==> src/rtl/deco_sched.sv <==
// Round-robin front end for the Deco turbo decoder: picks one requester's 84-bit frame,
// streams it as 21-bit start/data beats, waits for done (with watchdog) and returns a tagged result.
module deco_sched #(
    parameter int NUM_REQ = 2,
    parameter int TIMEOUT = 64
) (
    input  logic                    clk_p_i,
    input  logic                    reset_n_i,
    input  logic [NUM_REQ-1:0]      req_valid_i,
    input  logic [NUM_REQ*84-1:0]   req_frame_i,
    output logic [NUM_REQ-1:0]      req_ready_o,
    output logic                    deco_start_o,
    output logic [20:0]             deco_data_o,
    input  logic                    deco_done_i,
    input  logic [4:0]              deco_data_i,
    output logic                    rsp_valid_o,
    input  logic                    rsp_ready_i,
    output logic [4:0]              rsp_data_o,
    output logic [1:0]              rsp_id_o,
    output logic                    rsp_timeout_o,
    output logic                    busy_o
);

    typedef enum logic [1:0] {IDLE, SEND, WAIT, RESP} state_t;

    state_t             state, state_nx;
    logic [2:0]         beat_cnt, beat_nx;
    logic [7:0]         wd_cnt, wd_nx;
    logic [83:0]        frame_q, frame_sel;
    logic [1:0]         last_grant, id_q, grant_idx;
    logic               grant_found, do_grant;
    logic [3:0]         valid_ext;
    logic [NUM_REQ-1:0] ready_nx;
    logic               capture, capture_to;
    logic [4:0]         capture_data;
    logic [1:0]         beat_sel;
    logic [20:0]        beat_data;

    // Round-robin search starting just after the previous winner
    always_comb begin
        valid_ext = '0;
        valid_ext[NUM_REQ-1:0] = req_valid_i;
        grant_found = 1'b0;
        grant_idx = last_grant;
        for (int i = 1; i <= NUM_REQ; i++) begin
            if (!grant_found && valid_ext[2'((int'(last_grant) + i) % NUM_REQ)]) begin
                grant_found = 1'b1;
                grant_idx = 2'((int'(last_grant) + i) % NUM_REQ);
            end
        end
    end

    always_comb begin
        frame_sel = '0;
        for (int r = 0; r < NUM_REQ; r++) begin
            if (grant_idx == 2'(r)) frame_sel = req_frame_i[r*84 +: 84];
        end
    end

    always_ff @(posedge clk_p_i or negedge reset_n_i) begin
        if (!reset_n_i) state <= IDLE;
        else            state <= state_nx;
    end

    // The accept cycle is spent in IDLE with the ready pulse out; SEND starts the cycle after.
    always_comb begin
        state_nx     = state;
        beat_nx      = beat_cnt;
        wd_nx        = wd_cnt;
        do_grant     = 1'b0;
        capture      = 1'b0;
        capture_to   = 1'b0;
        capture_data = '0;
        unique case (state)
            IDLE: begin
                if (|req_ready_o) begin
                    state_nx = SEND;
                    beat_nx  = '0;
                end else if (grant_found) begin
                    do_grant = 1'b1;
                    beat_nx  = '0;
                end
            end
            SEND: begin
                if (beat_cnt == 3'd4) begin
                    state_nx = WAIT;
                    wd_nx    = '0;
                end else begin
                    beat_nx = beat_cnt + 3'd1;
                end
            end
            WAIT: begin
                if (deco_done_i) begin
                    state_nx     = RESP;
                    capture      = 1'b1;
                    capture_data = deco_data_i;
                end else if (wd_cnt == 8'(TIMEOUT - 1)) begin
                    state_nx   = RESP;
                    capture    = 1'b1;
                    capture_to = 1'b1;
                end else begin
                    wd_nx = wd_cnt + 8'd1;
                end
            end
            RESP: begin
                if (rsp_ready_i) begin
                    state_nx = IDLE;
                    do_grant = grant_found;
                    beat_nx  = '0;
                end
            end
            default: state_nx = IDLE;
        endcase
    end

    always_comb begin
        ready_nx = '0;
        for (int r = 0; r < NUM_REQ; r++) ready_nx[r] = do_grant && (grant_idx == 2'(r));
    end

    // Flush beat (beat_cnt 4) repeats beat 3
    always_comb begin
        beat_sel = (beat_nx > 3'd3) ? 2'd3 : beat_nx[1:0];
        unique case (beat_sel)
            2'd0:    beat_data = frame_q[20:0];
            2'd1:    beat_data = frame_q[41:21];
            2'd2:    beat_data = frame_q[62:42];
            default: beat_data = frame_q[83:63];
        endcase
    end

    always_ff @(posedge clk_p_i or negedge reset_n_i) begin
        if (!reset_n_i) begin
            beat_cnt      <= '0;
            wd_cnt        <= '0;
            frame_q       <= '0;
            id_q          <= '0;
            last_grant    <= 2'(NUM_REQ - 1);
            req_ready_o   <= '0;
            deco_start_o  <= 1'b0;
            deco_data_o   <= '0;
            rsp_valid_o   <= 1'b0;
            rsp_data_o    <= '0;
            rsp_id_o      <= '0;
            rsp_timeout_o <= 1'b0;
            busy_o        <= 1'b0;
        end else begin
            beat_cnt    <= beat_nx;
            wd_cnt      <= wd_nx;
            req_ready_o <= ready_nx;
            if (do_grant) begin
                frame_q    <= frame_sel;
                id_q       <= grant_idx;
                last_grant <= grant_idx;
            end
            deco_start_o <= (state_nx == SEND);
            if (state_nx == SEND) deco_data_o <= beat_data;
            if (capture) begin
                rsp_data_o    <= capture_data;
                rsp_timeout_o <= capture_to;
                rsp_id_o      <= id_q;
            end
            rsp_valid_o <= (state_nx == RESP);
            busy_o      <= (state_nx != IDLE);
        end
    end

endmodule

==> config.mk <==
export PLATFORM = sky130hd
export DESIGN_NAME = deco_sched
export DESIGN_NICKNAME = d
export VERILOG_FILES = /design/src/rtl/deco_sched.sv
export SDC_FILE = /design/constraint.sdc
export NUM_CORES = 1
export LEC_CHECK = 0
export BUFFER_PORTS_ARGS = -buffer_cell sky130_fd_sc_hd__buf_2
export CAP_MARGIN = 15
export CORE_UTILIZATION = 51
export CTS_CLUSTER_SIZE = 12
export DETAILED_ROUTE_END_ITERATION = 12
export PLACE_DENSITY = 0.83
export SYNTH_ARGS = -nofsm -noshare
export SYNTH_HDL_FRONTEND = slang
export SYNTH_SLANG_ARGS = --single-unit
==> constraint.sdc <==
create_clock -name clk_p_i -period 2.6 [get_ports clk_p_i]
set_input_delay 0.39 -clock clk_p_i [delete_from_list [all_inputs] [get_ports clk_p_i]]
set_output_delay 0.39 -clock clk_p_i [all_outputs]
set_load 0.03 [all_outputs]
==> impl_metrics.json, run 1 <==
{
  "outcome": "finished clean",
  "synth_area_per_cell_um2": 9.99,
  "grt_pass1_wl_mm": 28.6,
  "firstDrtPassIters": 6,
  "clkLatencyLatePin_ns": 0.42,
  "ir_drop_mv": 0.931,
  "r2r-end": "deco_data_o[8]",
  "nFillCells": 938,
  "drc": 0,
  "p_leak_uw": 0.00374,
  "die_h_um": 114,
  "r2r_cells": 10,
  "async_reset_ff_frac": 1.00,
  "hold_start": "deco_data_i[1]",
  "gr-usage-all-layers": 0.287,
  "start_util": 0.527,
  "portBuffers": 212,
  "dr.first_iter.drc_count": 441,
  "clockBufferDepth": 2,
  "tritoncts": "done",
  "ys_types": 52,
  "wl_per_cell_um": 17.4,
  "cp.arrival_ns": 2.77,
  "setup_violations": 0,
  "hold_depth": 2,
  "worstPathRequired_ns": 2.90,
  "place.gp.congestion": 0.872,
  "synth_area_mm2": 0.00636,
  "synthCells": 637,
  "power_density_mw_per_mm2": 1540,
  "ctsRootBufferMaster": "clkbuf_16",
  "grt_max_degree": 87,
  "min_period_over_period": 0.951,
  "row_count": 40,
  "cp-end-kind": "flop",
  "wl_mm": 17.6,
  "drive_gt1_frac": 0.347,
  "synth_ff_type": "dfrtp_1",
  "dp.final_hpwl_mm": 12.4,
  "r2r_slack_ns": 0.13,
  "r2r_start": "state[1]",
  "grt_antenna_before_repair": 0,
  "fp.dieW_um": 114,
  "antenna_cells": 0,
  "critPathMaxFanout": 24,
  "h-tree-depth": 4,
  "synth_edf_count": 0,
  "finalPower_uw": 12700,
  "via_count": 5922,
  "area_delta_synth_final_pct": 29.7,
  "cts_buffers": 17,
  "synth-warning-count": 0,
  "finalClockSkew_ns": 0.0116,
  "die_area_mm2": 0.0129,
  "hold_class": "input pin to flop",
  "path_clk_slew_ns": 0.06,
  "grt_setup_unrepaired": "no",
  "ys_ff_latch": 134,
  "nNetsFinal": 1015,
  "io_pins": 213,
  "relSlewSlack": 0.690,
  "core_area_mm2": 0.0121,
  "crit_type": "flop to flop",
  "cts_setup_buffers": 0,
  "postRouteAntennaNets": 0,
  "yosysSeqAreaShare": 0.527,
  "worst_pin_slew_ns": 0.464,
  "max_freq_mhz": 404,
  "slew_viol_final": 0,
  "holdPathEnd": "rsp_data_o[1]",
  "period_minus_slack_ns": 2.47,
  "grt_pass1_vias": 5768,
  "viasPerCell": 5.87,
  "grt_overflow": 0,
  "tns_ns": 0,
  "whs_ns": 0.206,
  "syn_nets": 823,
  "cts.sinks": 134,
  "hold_viol": 0,
  "cp-start-kind": "flop",
  "drv_cap": 0
}
## worst max path at each step
stage | cells after the start | endpoint | slack (ns) | startpoint
floorplan | 9 | deco_data_o[0] | 0.38 | state[0]
global placement | 10 | deco_data_o[11] | 0.25 | state[0]
detailed placement | 10 | deco_data_o[11] | 0.06 | state[0]
CTS | 10 | deco_data_o[11] | 0.008 | state[0]
global route | 10 | deco_data_o[11] | 0.00004 | state[1]
finish | 10 | deco_data_o[8] | 0.13 | state[1]
## metal layers
layer	GRT usage	routed length [um]	vias up
li1	-	-	2730
met1	0.376	7220	2860
met2	0.476	8780	295
met3	0.0531	1180	37
met4	0.112	415	0
met5	0	0	-
## cells in the mapped netlist, types with 7 or more instances
cell / number / area share
buf_2: 18 / 0.014
clkbuf_1: 31 / 0.018
o21ai_0: 27 / 0.021
dfrtp_1: 133 / 0.52
inv_1: 11 / 0.0065
o22ai_1: 21 / 0.021
nand2_1: 9 / 0.0053
nor2_1: 181 / 0.11
a21oi_1: 9 / 0.0071
ha_1: 7 / 0.014
mux2_1: 9 / 0.016
o2bb2ai_1: 21 / 0.029
a221oi_1: 84 / 0.12
mux2_2: 13 / 0.023
## report_power, final
part,internal (uW),switching (uW)
clock,1530,893
combinational,2410,4020
sequential,3170,643
total,7100,5560
## kinds of logic (layout without fill, tap and decap cells)
logic type | count (synthesis) | after routing | share of synthesized area
simple gates | 214 | 214 | 0.139
compound gates | 188 | 188 | 0.230
flops | 134 | 134 | 0.527
buf+inv | 67 | 271 | 0.0445
mux | 23 | 23 | 0.0405
fa+ha+maj | 7 | 7 | 0.0138
xor+xnor | 4 | 4 | 0.00551
## per-stage QoR
step                      cells  setup WS (ns)  area [um^2]  utilization
after floorplan             637          0.380         6360            -
after global placement      977          0.249         7610        0.631
after detailed placement    977         0.0603         7610        0.631
after CTS                  1009        0.00824         8220        0.682
after global routing       1009      0.0000397         8250        0.684
final                      1009          0.127         8250        0.684
## state kept, by name (all words and copies together), names as in the netlist
register	count
frame_q	84
beat_cnt	3
rsp_data_o	5
state	2
rsp_timeout_o	1
rsp_id_o	2
req_ready_o	2
deco_start_o	1
wd_cnt	8
id_q	1
deco_data_o	21
rsp_valid_o	1
busy_o	1
last_grant	2
## critical path: stages, from the launching register on
cell and delay, ns:
dfrtp_1 0.42, inv_1 0.10, ha_1 0.23, nor3b_2 0.19, a211o_1 0.34, a22oi_4 0.23
buf_12 0.20, nand3_1 0.09, buf_4 0.23, o22ai_1 0.21, o2bb2ai_1 0.11
## layout by cell type (no fill, tap or decap), types with 4 or more instances in the layout
cell type  synthesis  routed
a21oi_1            9       7
a221oi_1          84      84
a22o_1             6       6
buf_12             0       6
buf_2             18     211
buf_4              2       8
clkbuf_16          0      17
clkinv_2           0       4
dfrtp_1          133     133
ha_1               7       5
inv_1             11      11
mux2_1             9       9
mux2_2            13      13
nand2_1            9       9
nor2_1           181     181
o21ai_0           27      27
o22ai_1           21      19
o2bb2ai_1         21      21
xor2_1             4       4
## what timing repair did
item	4_1_cts	5_1_grt
endpoints found under the setup margin	0	24
resized for setup	0	8
hold endpoints to repair	45	0
hold buffers	1	0
## cell type report
type                    instances  area [um^2]  share of cell area
flip-flops and latches        134         3350               0.407
inverters                      13         50.0             0.00607
clock buffers                  19          443              0.0537
multi-input cells             436         2780               0.337
well taps                     168          210              0.0255
clock inverters                12          154              0.0187
repair buffers                227         1260               0.152
(Power assumes the default switching activity.)
==> run 2, diff against run 1 <==
Settings changed: GPL_TIMING_DRIVEN from default to 0, PLACE_DENSITY 0.83 to 0.81.
==> impl_metrics.json, run 2 (same netlist as run 1, synthesis figures left out) <==
{
  "finalClockSkew_ns": 0.00626,
  "grt_pass1_vias": 5860,
  "placed_cells": 1018,
  "postRouteAntennaNets": 0,
  "die_area_mm2": 0.0129,
  "dr.first_iter.drc_count": 489,
  "fp.dieW_um": 114,
  "via_count": 6111,
  "start_util": 0.527,
  "reg_top3": "frame_q x84, deco_data_o x21, wd_cnt x8",
  "portBuffers": 212,
  "final_common_cell": "buf_2",
  "path_clk_slew_ns": 0.05,
  "io_pins": 213,
  "firstDrtPassIters": 5,
  "worst_pin_slew_ns": 0.789,
  "nNetsFinal": 1059,
  "holdPathEnd": "rsp_data_o[4]",
  "critPathMaxFanout": 10,
  "violations": "negative setup slack",
  "grt_max_degree": 81,
  "cts.sinks": 134,
  "max_freq_mhz": 381,
  "r2r_start": "last_grant[0]",
  "r2r_slack_ns": -0.02,
  "gr-usage-all-layers": 0.314,
  "intPower_uw": 7230,
  "tns_ns": -0.0423,
  "die_h_um": 114,
  "wl_mm": 19.9,
  "layout.cells.non_filler": 1054,
  "switching_power_uw": 6110,
  "comb_power_share": 0.546,
  "hold_class": "input pin to flop",
  "hold_viol": 0,
  "worstPathRequired_ns": 2.94,
  "cp-start-kind": "flop",
  "p_seq_frac": 0.284,
  "row_count": 40,
  "grt_antenna_before_repair": 1,
  "ir_drop_mv": 0.927,
  "grt_overflow": 0,
  "dp.final_hpwl_mm": 14.1,
  "drc": 0,
  "viasPerCell": 5.80,
  "largest_register": "frame_q",
  "wl_per_cell_um": 18.8,
  "power_density_mw_per_mm2": 1570,
  "clkLatencyLatePin_ns": 0.42,
  "outcome": "finished, violations left",
  "cp.arrival_ns": 2.97,
  "grt_setup_unrepaired": "yes",
  "largest_reg_flops": 84,
  "layout_common_cells": "222 x buf_2, 181 x nor2_1, 133 x dfrtp_1",
  "setup_violations": 2,
  "cp-end-kind": "flop",
  "hold_depth": 2,
  "relSlewSlack": 0.474,
  "min_period_over_period": 1.01,
  "h-tree-depth": 4,
  "drive_gt1_frac": 0.371,
  "drv_cap": 0,
  "ctsRootBufferMaster": "clkbuf_16",
  "period_minus_slack_ns": 2.62,
  "core_area_mm2": 0.0121,
  "worst_slack_ns": -0.0239,
  "whs_ns": 0.202,
  "clkPwrFrac": 0.171,
  "hold_start": "deco_data_i[4]",
  "crit_type": "flop to flop",
  "tritoncts": "done",
  "place.gp.congestion": 0.830,
  "area_delta_synth_final_pct": 33.8,
  "r2r-end": "frame_q[59]",
  "clockBufferDepth": 2,
  "sw_frac_of_total": 0.458,
  "r2r_cells": 6,
  "p_leak_uw": 0.00388,
  "cts_buffers": 17,
  "slew_viol_final": 0,
  "grt_pass1_wl_mm": 30.0
}
-- run 2: worst max-delay path, stage by stage (launching register included) --
cell and delay (ns):
dfstp_2 0.57, inv_1 0.07, a21oi_1 0.35, clkbuf_1 0.62
clkbuf_1 0.58, a221oi_1 0.21, nor2_1 0.14
-- run 2: layout make-up --
cell class | instances | area, um^2
fillers | 939 | 3550
flip-flops and latches | 134 | 3350
multi-input cells | 436 | 2940
repair buffers | 217 | 1130
clock buffers | 28 | 517
plain buffers | 54 | 270
well taps | 168 | 210
inverters | 13 | 48.8
clock inverters | 3 | 40.0
diodes | 1 | 2.50
-- run 2: power by group through the flow --
stage          Combinational (uW)  Sequential, uW  Clock, uW
4_1_cts                      6810            3770       2290
2_1_floorplan                4200            4110          0
5_1_grt                      7920            3880       2380
3_3_place_gp                 6470            3730          0
3_5_place_dp                 6670            3780          0
6_report                     7280            3790       2280
-- run 2: metal layers --
layer / wire (um) / track usage / up-vias
met5: 0 / 0 / -
li1: - / - / 2824
met4: 425 / 0.117 / 0
met1: 8160 / 0.398 / 2949
met3: 1420 / 0.0786 / 42
met2: 9860 / 0.521 / 296
-- run 2: through the flow --
stage | utilization | setup slack (ns) | instance area [um^2] | total power (uW)
2_1_floorplan | - | 0.380 | 6360 | 8310
3_3_place_gp | 0.633 | -0.641 | 7630 | 10200
3_5_place_dp | 0.636 | -0.0497 | 7670 | 10500
4_1_cts | 0.686 | -0.0325 | 8280 | 12900
5_1_grt | 0.705 | -0.0600 | 8510 | 14200
6_report | 0.705 | -0.0239 | 8510 | 13300
-- run 2: worst max path at each step --
stage	startpoint	depth (start not counted)	endpoint
floorplan	state[0]	9	deco_data_o[0]
global placement	reset_n_i	1	deco_data_o[10]
detailed placement	state[0]	9	frame_q[48]
CTS	state[0]	9	deco_data_o[4]
global route	state[0]	9	deco_data_o[10]
finish	last_grant[0]	6	frame_q[59]
-- run 2: what timing repair did --
item | in CTS | in global routing
hold endpoints to repair | 53 | 0
pin swaps | 0 | 1
endpoints found under the setup margin | 11 | 63
buffers inserted | 0 | 3
gates resized for setup | 8 | 52
hold buffers | 1 | 0
